### config.mk
export PLATFORM = sky130hd
export DESIGN_NAME = twiddle_loader
export DESIGN_NICKNAME = d
export VERILOG_FILES = /design/src/rtl/twiddle_loader.sv
export SDC_FILE = /design/constraint.sdc
export NUM_CORES = 1
export LEC_CHECK = 0
export ABC_CLOCK_PERIOD_IN_PS = 3850
export BUFFER_PORTS_ARGS = -buffer_cell sky130_fd_sc_hd__buf_2
export CELL_PAD_IN_SITES_DETAIL_PLACEMENT = 0
export CELL_PAD_IN_SITES_GLOBAL_PLACEMENT = 1
export CORE_MARGIN = 4
export CORE_UTILIZATION = 30
export DETAILED_ROUTE_END_ITERATION = 8
export PLACE_DENSITY_LB_ADDON = 0.1
export SLEW_MARGIN = 20
export SYNTH_ARGS = -nofsm -noshare
export SYNTH_HDL_FRONTEND = slang
export SYNTH_SLANG_ARGS = --single-unit
### constraint.sdc
create_clock -name clk -period 3.85 [get_ports clk]
set_input_delay 0.5775 -clock clk [delete_from_list [all_inputs] [get_ports clk]]
set_output_delay 0.5775 -clock clk [all_outputs]
set_load 0.01 [all_outputs]
### src/rtl/twiddle_loader.sv
// twiddle_loader
//
// Streams one stage's worth of FFT twiddle coefficients into a downstream
// coefficient bank. A start request launches a burst of N/2 writes. Each
// write carries:
//    - the cosine value,
//    - the precomputed sum cos+sin,
//    - the precomputed difference cos-sin,
// taken from a Q1.7 table. The table is strided by the selected FFT stage.
//
// Optional feature:
//    TWIDDLE_LOADER_AUTOSTART_EN - when defined, a stage-0 load launches by
//    itself on the first cycle after reset is released.
//
// Ports:
//    clk      - single clock, all state changes on its rising edge
//    reset    - synchronous, active-high reset
//    start    - one-cycle load request (ignored while busy)
//    stage    - FFT stage select, latched when a load begins
//    we       - bank write enable, high for N/2 consecutive cycles
//    addr     - bank write address, 0..N/2-1
//    c_out    - signed cosine coefficient, MSB bits
//    cps_out  - signed cos+sin, MSB+1 bits
//    cms_out  - signed cos-sin, MSB+1 bits
//    busy     - high while a load (including its done cycle) is in progress
//    done     - one-cycle completion pulse
module twiddle_loader #(
    parameter int N   = 16,
    parameter int MSB = 8
) (
    input  logic                          clk,
    input  logic                          reset,
    input  logic                          start,
    input  logic [$clog2($clog2(N))-1:0]  stage,
    output logic                          we,
    output logic [$clog2(N/2)-1:0]        addr,
    output logic signed [MSB-1:0]         c_out,
    output logic signed [MSB:0]           cps_out,
    output logic signed [MSB:0]           cms_out,
    output logic                          busy,
    output logic                          done
);

    localparam int  HALF = N / 2;
    localparam int  AW   = $clog2(HALF);
    localparam int  SW   = $clog2($clog2(N));
    localparam real PI   = 3.14159265358979323846;

    typedef enum logic [1:0] {IDLE, LOAD, DONE} state_t;

    state_t                  state;
    logic [SW-1:0]           stage_q;
    logic signed [MSB-1:0]   c_tab [HALF];
    logic signed [MSB-1:0]   s_tab [HALF];
    logic [AW-1:0]           addr_inc;
    logic [AW-1:0]           k_sel;
    logic signed [MSB:0]     c_ext;
    logic signed [MSB:0]     s_ext;
    logic                    go;
    logic [SW-1:0]           go_stage;

    // Coefficient table, evaluated at elaboration time.
    // int'() rounds to nearest, which matches round(127*cos/sin).
    for (genvar g = 0; g < HALF; g++) begin : g_tab
        localparam int CV = int'(127.0 * $cos(2.0 * PI * g / N));
        localparam int SV = int'(127.0 * $sin(2.0 * PI * g / N));
        assign c_tab[g] = MSB'(CV);
        assign s_tab[g] = MSB'(SV);
    end

`ifdef TWIDDLE_LOADER_AUTOSTART_EN
    // Set by reset, consumed on the first cycle reset is low. It stands in
    // for a start pulse with stage 0.
    logic autostart_pending;

    always_ff @(posedge clk) begin
        if (reset)
            autostart_pending <= 1'b1;
        else
            autostart_pending <= 1'b0;
    end

    always_comb begin
        go       = start | autostart_pending;
        go_stage = autostart_pending ? '0 : stage;
    end
`else
    always_comb begin
        go       = start;
        go_stage = stage;
    end
`endif

    // Outputs are registered, so the table is looked up for the address
    // that is about to be issued. Truncating the shift to AW bits gives
    // the mod N/2 wrap for free.
    always_comb begin
        addr_inc = addr + 1'b1;
        k_sel    = (state == IDLE) ? '0 : AW'(addr_inc << stage_q);
        c_ext    = {c_tab[k_sel][MSB-1], c_tab[k_sel]};
        s_ext    = {s_tab[k_sel][MSB-1], s_tab[k_sel]};
    end

    // Control FSM with registered outputs.
    // Data outputs hold their last value whenever no write is issued.
    always_ff @(posedge clk) begin
        if (reset) begin
            state   <= IDLE;
            stage_q <= '0;
            we      <= 1'b0;
            addr    <= '0;
            c_out   <= '0;
            cps_out <= '0;
            cms_out <= '0;
            busy    <= 1'b0;
            done    <= 1'b0;
        end else begin
            case (state)
                IDLE: begin
                    done <= 1'b0;
                    if (go) begin
                        state   <= LOAD;
                        stage_q <= go_stage;
                        addr    <= '0;
                        we      <= 1'b1;
                        busy    <= 1'b1;
                        c_out   <= c_tab[k_sel];
                        cps_out <= c_ext + s_ext;
                        cms_out <= c_ext - s_ext;
                    end
                end
                LOAD: begin
                    if (addr == AW'(HALF - 1)) begin
                        state <= DONE;
                        we    <= 1'b0;
                        done  <= 1'b1;
                    end else begin
                        addr    <= addr_inc;
                        we      <= 1'b1;
                        c_out   <= c_tab[k_sel];
                        cps_out <= c_ext + s_ext;
                        cms_out <= c_ext - s_ext;
                    end
                end
                DONE: begin
                    state <= IDLE;
                    done  <= 1'b0;
                    busy  <= 1'b0;
                end
                default: begin
                    state <= IDLE;
                    we    <= 1'b0;
                    busy  <= 1'b0;
                    done  <= 1'b0;
                end
            endcase
        end
    end

endmodule

==> results.env <==
RUN_STATUS='completed'
INSERTEDDIODECOUNT=0
CRITICAL_PATH_CLASS='reg2reg'
CTS-BUFFERS-INSERTED=5
R2R_START='addr[1]$_SDFFE_PP0P_'
TIGHTEST_SLEW_NS=0.811
CRIT_PATH_CELL_TRACE='ha_1 -> ha_1 -> mux2_2 -> o221ai_2 -> buf_4 -> nor2_1 -> a21oi_1 -> ha_1 -> nor2b_1 -> o21ai_0 -> a31o_2 -> o31a_1'
LAYOUT-DRIVE-GT1-SHARE=0.230
WORST_SKEW_PAIR.LATE_LATENCY_NS=0.29
TOTALNEGATIVESETUPSLACK_NS=0
DETAIL_ROUTE.FIRST_PASS.ITERATIONS=4
ROUTED_WIRE_LENGTH_PER_INSTANCE_UM=15.7
IR_WORST_VDD_mV=0.135
GLOBAL_ROUTE.OVERFLOW_TOTAL=0
PLACE_HPWL_UM=4580
DIE-AREA_MM2=0.00872
SEQ_AREA_FRAC_SYNTH=0.321
ANTENNA_NETS_POST_ROUTE=0
TIMING.CRITICAL_PATH.SLOWEST_STAGE_CELL='o221ai_2'
CTS.CLK_SLEW.WORST_PATHS_NS=0.07
CRIT_PATH_MAX_FANOUT=9
SYNTH_EDF_COUNT=0
GRT_FIRST_PASS_WIRELENGTH_UM=10300
POSTSYNTH.ASYNCRESETSHARE=0
CTS_HOLD_REPAIR.BUFFERS=0
POST_CTS_RESIZED=0
TRITONCTS_NUM_SINKS=35
MAX-CAP-VIOLATIONS=0
CRITICAL_PATH.MOST_COMMON_CELL='ha_1'
DETAIL_ROUTE.DRC_VIOLATIONS=0
PLACE_AREA_MM2=0.00246
FINALMAXSLEWVIOLATIONS=0
SYN-INSTANCE-COUNT=271
FINAL-HOLD-VIOLATION-COUNT=0
POSTSYNTH.TOPFLOPCELL='dfxtp_1'
ROUTED-VIA-COUNT=2056
PATH_BUF_INV=1
TRITONCTS_CLOCK_TREE='built'
HOLD-PATH-CELL-COUNT=2
SETUP_VIOL=0
CTS-ROOT-TO-SINK-BUFFERS=2
SYNTH.FF_LATCH_COUNT=35
CLOCK_TREE.ROOT_CELL='clkbuf_8'
POSTCTSSETUPREPAIRBUFS=0
SKEW_NS=0.00212
TOTAL_POWER_mW=1.09
MIN_FROM='cms_out[6]$_SDFFE_PP0P_'
SYN_AREA_MM2=0.00219
AREA_GROWTH_SYN_TO_LAYOUT_PCT=18.9
CELLPOWERDENSITY_mW_PER_MM2=418
PERIOD_UTILISATION_LAYOUT=0.894
SYN_AVG_CELL_AREA_UM2=8.07
R2R_SETUP_SLACK_NS=0.41
END_KIND='flip-flop'
SYN-NUM-NETS=293
ROUTED_VIA_DENSITY=5.14
GRT.TOTAL_USAGE=0.150
DRTITER0DRC=152
NNETSFINAL=325
HEADROOM_TO_THE_MAX_SLEW_LIMIT=0.459
ROWS=30
SYNTH_TOP_AREA_SHARE=0.321
GPL.FINAL_WEIGHTED_CONGESTION=0.827
HTREE_LEVELS=2
FINALWIRELENGTH_UM=6290
CRIT_PATH_TIME_FINAL_NS=3.44
PLACEABLECOREAREA_MM2=0.00694
REQUIRED_NS=4.04
TIMING.HOLD.WORST_ENDPOINT='cms_out[6]$_SDFFE_PP0P_'
SETUP.WORST_PATH.START_CLASS='flip-flop'
PEAK_CLOCK_FREQUENCY_SUPPORTED_BY_TIMING_MHz=291
CRITICAL-PATH-TOP-DELAY-FAMILY='compound AO/OA/AOI/OAI gates'
R2R-END='cps_out[7]$_SDFFE_PP0P_'
FINALNONFILLERCELLS=400
MIN-DELAY-PATH-CLASS='reg2reg'
IO_BUFFERS=36
POST-ROUTE-CELL-AREA_MM2=0.00260
RSZ0062_AT_GRT='no'
START_UTIL=0.315
PLACE_INST=392
DIE_W_UM=93.4
WORSTREGTOREGCELLS=12
SYNTH.YOSYS.WARNINGS=0
PIN_COUNT=37
FP.DIEH_UM=93.4
GRT_ANTENNA_BEFORE_REPAIR=0
YOSYS-TOP-CELLS-AREA='dfxtp_1 32%, ha_1 9.7%, a21oi_1 6.4%'
MAX_STAGE_DELAY_NS=0.46
CELLLEAKAGEPOWER_nW=1.11
GRT_START_MAX_NET_PINS=39
YOSYSUNIQUECELLTYPES=52
GRT_PASS1_VIAS=2021
YOSYSTOPAREACELL='dfxtp_1'
CRIT_PATH_ARRIVAL_TIME_NS=3.63
[sequential cells by signal, indices dropped and copies added, names as in the netlist, 2 cells and up]
name and cells:
cps_out 9, c_out 8, cms_out 8, addr 3, stage_q 2, state 2
[layout by cell type (no fill, tap or decap), types with 7 or more instances in the layout]
| cell type | synthesis | layout |
|---|---|---|
| inv_1 | 7 | 7 |
| nor3_1 | 8 | 8 |
| buf_2 | 4 | 36 |
| buf_4 | 3 | 9 |
| nor2_1 | 32 | 32 |
| o21ai_0 | 11 | 11 |
| ha_1 | 17 | 17 |
| dfxtp_1 | 35 | 35 |
| a21oi_1 | 28 | 27 |
| a211oi_1 | 15 | 15 |
| nand2_1 | 25 | 25 |
[layer usage]
| layer | GRT usage | wire length, um |
|---|---|---|
| met1 | 0.206 | 3120 |
| met2 | 0.232 | 2730 |
| met3 | 0.0346 | 350 |
| met4 | 0.0452 | 91 |
| met5 | 0 | 0 |
[worst register-to-register path, delay by kind of cell, from the launching register on]
kind                     cells  cell delay, ns
AO/OA/AOI/OAI                5            1.32
adder cells (fa/ha/maj)      3            0.85
AND/OR/NAND/NOR              2            0.28
buffers and inverters        1            0.24
flip-flops                   1            0.33
multiplexers                 1            0.31
[cell families after synthesis]
group                    share of synthesized area
AND/OR/NAND/NOR                              0.232
AO/OA/AOI/OAI                                0.256
flip-flops                                   0.321
buffers and inverters                       0.0561
adder cells (fa/ha/maj)                     0.0973
XOR/XNOR                                    0.0280
multiplexers                               0.00973
[cell usage after synthesis, types with 2 or more instances]
| cell | count |
|---|---|
| nor2b_1 | 3 |
| o21bai_1 | 2 |
| o21a_1 | 2 |
| or3b_1 | 2 |
| xor2_1 | 2 |
| a21o_1 | 5 |
| a211oi_1 | 15 |
| dfxtp_1 | 35 |
| o21ai_0 | 11 |
| xnor2_1 | 5 |
| a221oi_2 | 2 |
| inv_1 | 7 |
| buf_2 | 4 |
| a21oi_1 | 28 |
| a31o_2 | 3 |
| o31ai_1 | 2 |
| nor4_1 | 6 |
| nand2b_1 | 4 |
| nor3b_1 | 2 |
| ha_1 | 17 |
| buf_4 | 3 |
| nand3b_1 | 3 |
| nand3_1 | 6 |
| nand2_1 | 25 |
| nor3_1 | 8 |
| clkbuf_1 | 12 |
| nor2_1 | 32 |
[stage by stage]
stage	worst slack (ns)	utilization	hold slack, ns
floorplan	0.294	-	0.476
global placement	0.358	0.355	0.444
detailed placement	0.295	0.355	0.444
CTS	0.272	0.372	0.453
global route	0.132	0.374	0.465
finish	0.410	0.374	0.451
[power by group]
part | total, mW | switching, mW | internal [mW]
sequential | 0.419 | 0.0204 | 0.399
combinational | 0.315 | 0.192 | 0.123
clock | 0.351 | 0.142 | 0.210
total | 1.09 | 0.354 | 0.732
[final cells by class]
| class | count | area, um2 |
|---|---|---|
| fill | 750 | 4350 |
| multi-input combinational | 208 | 1380 |
| sequential | 35 | 701 |
| timing repair buffer | 45 | 248 |
| tap | 96 | 120 |
| clock buffer | 6 | 82.6 |
| clock inverter | 2 | 35.0 |
| inverter | 8 | 30.0 |
[worst max path at each step]
stage	startpoint	to	slack, ns	cells past startpoint
2_1_floorplan	addr[0]$_SDFFE_PP0P_	cms_out[5]$_SDFFE_PP0P_	0.29	15
3_3_place_gp	state[0]$_SDFFE_PP0P_	cps_out[7]$_SDFFE_PP0P_	0.36	12
3_5_place_dp	state[0]$_SDFFE_PP0P_	cms_out[5]$_SDFFE_PP0P_	0.30	13
4_1_cts	state[0]$_SDFFE_PP0P_	cms_out[5]$_SDFFE_PP0P_	0.27	13
5_1_grt	addr[0]$_SDFFE_PP0P_	cps_out[7]$_SDFFE_PP0P_	0.13	12
6_report	addr[1]$_SDFFE_PP0P_	cps_out[7]$_SDFFE_PP0P_	0.41	12
Power figures use the tool's default switching activity.
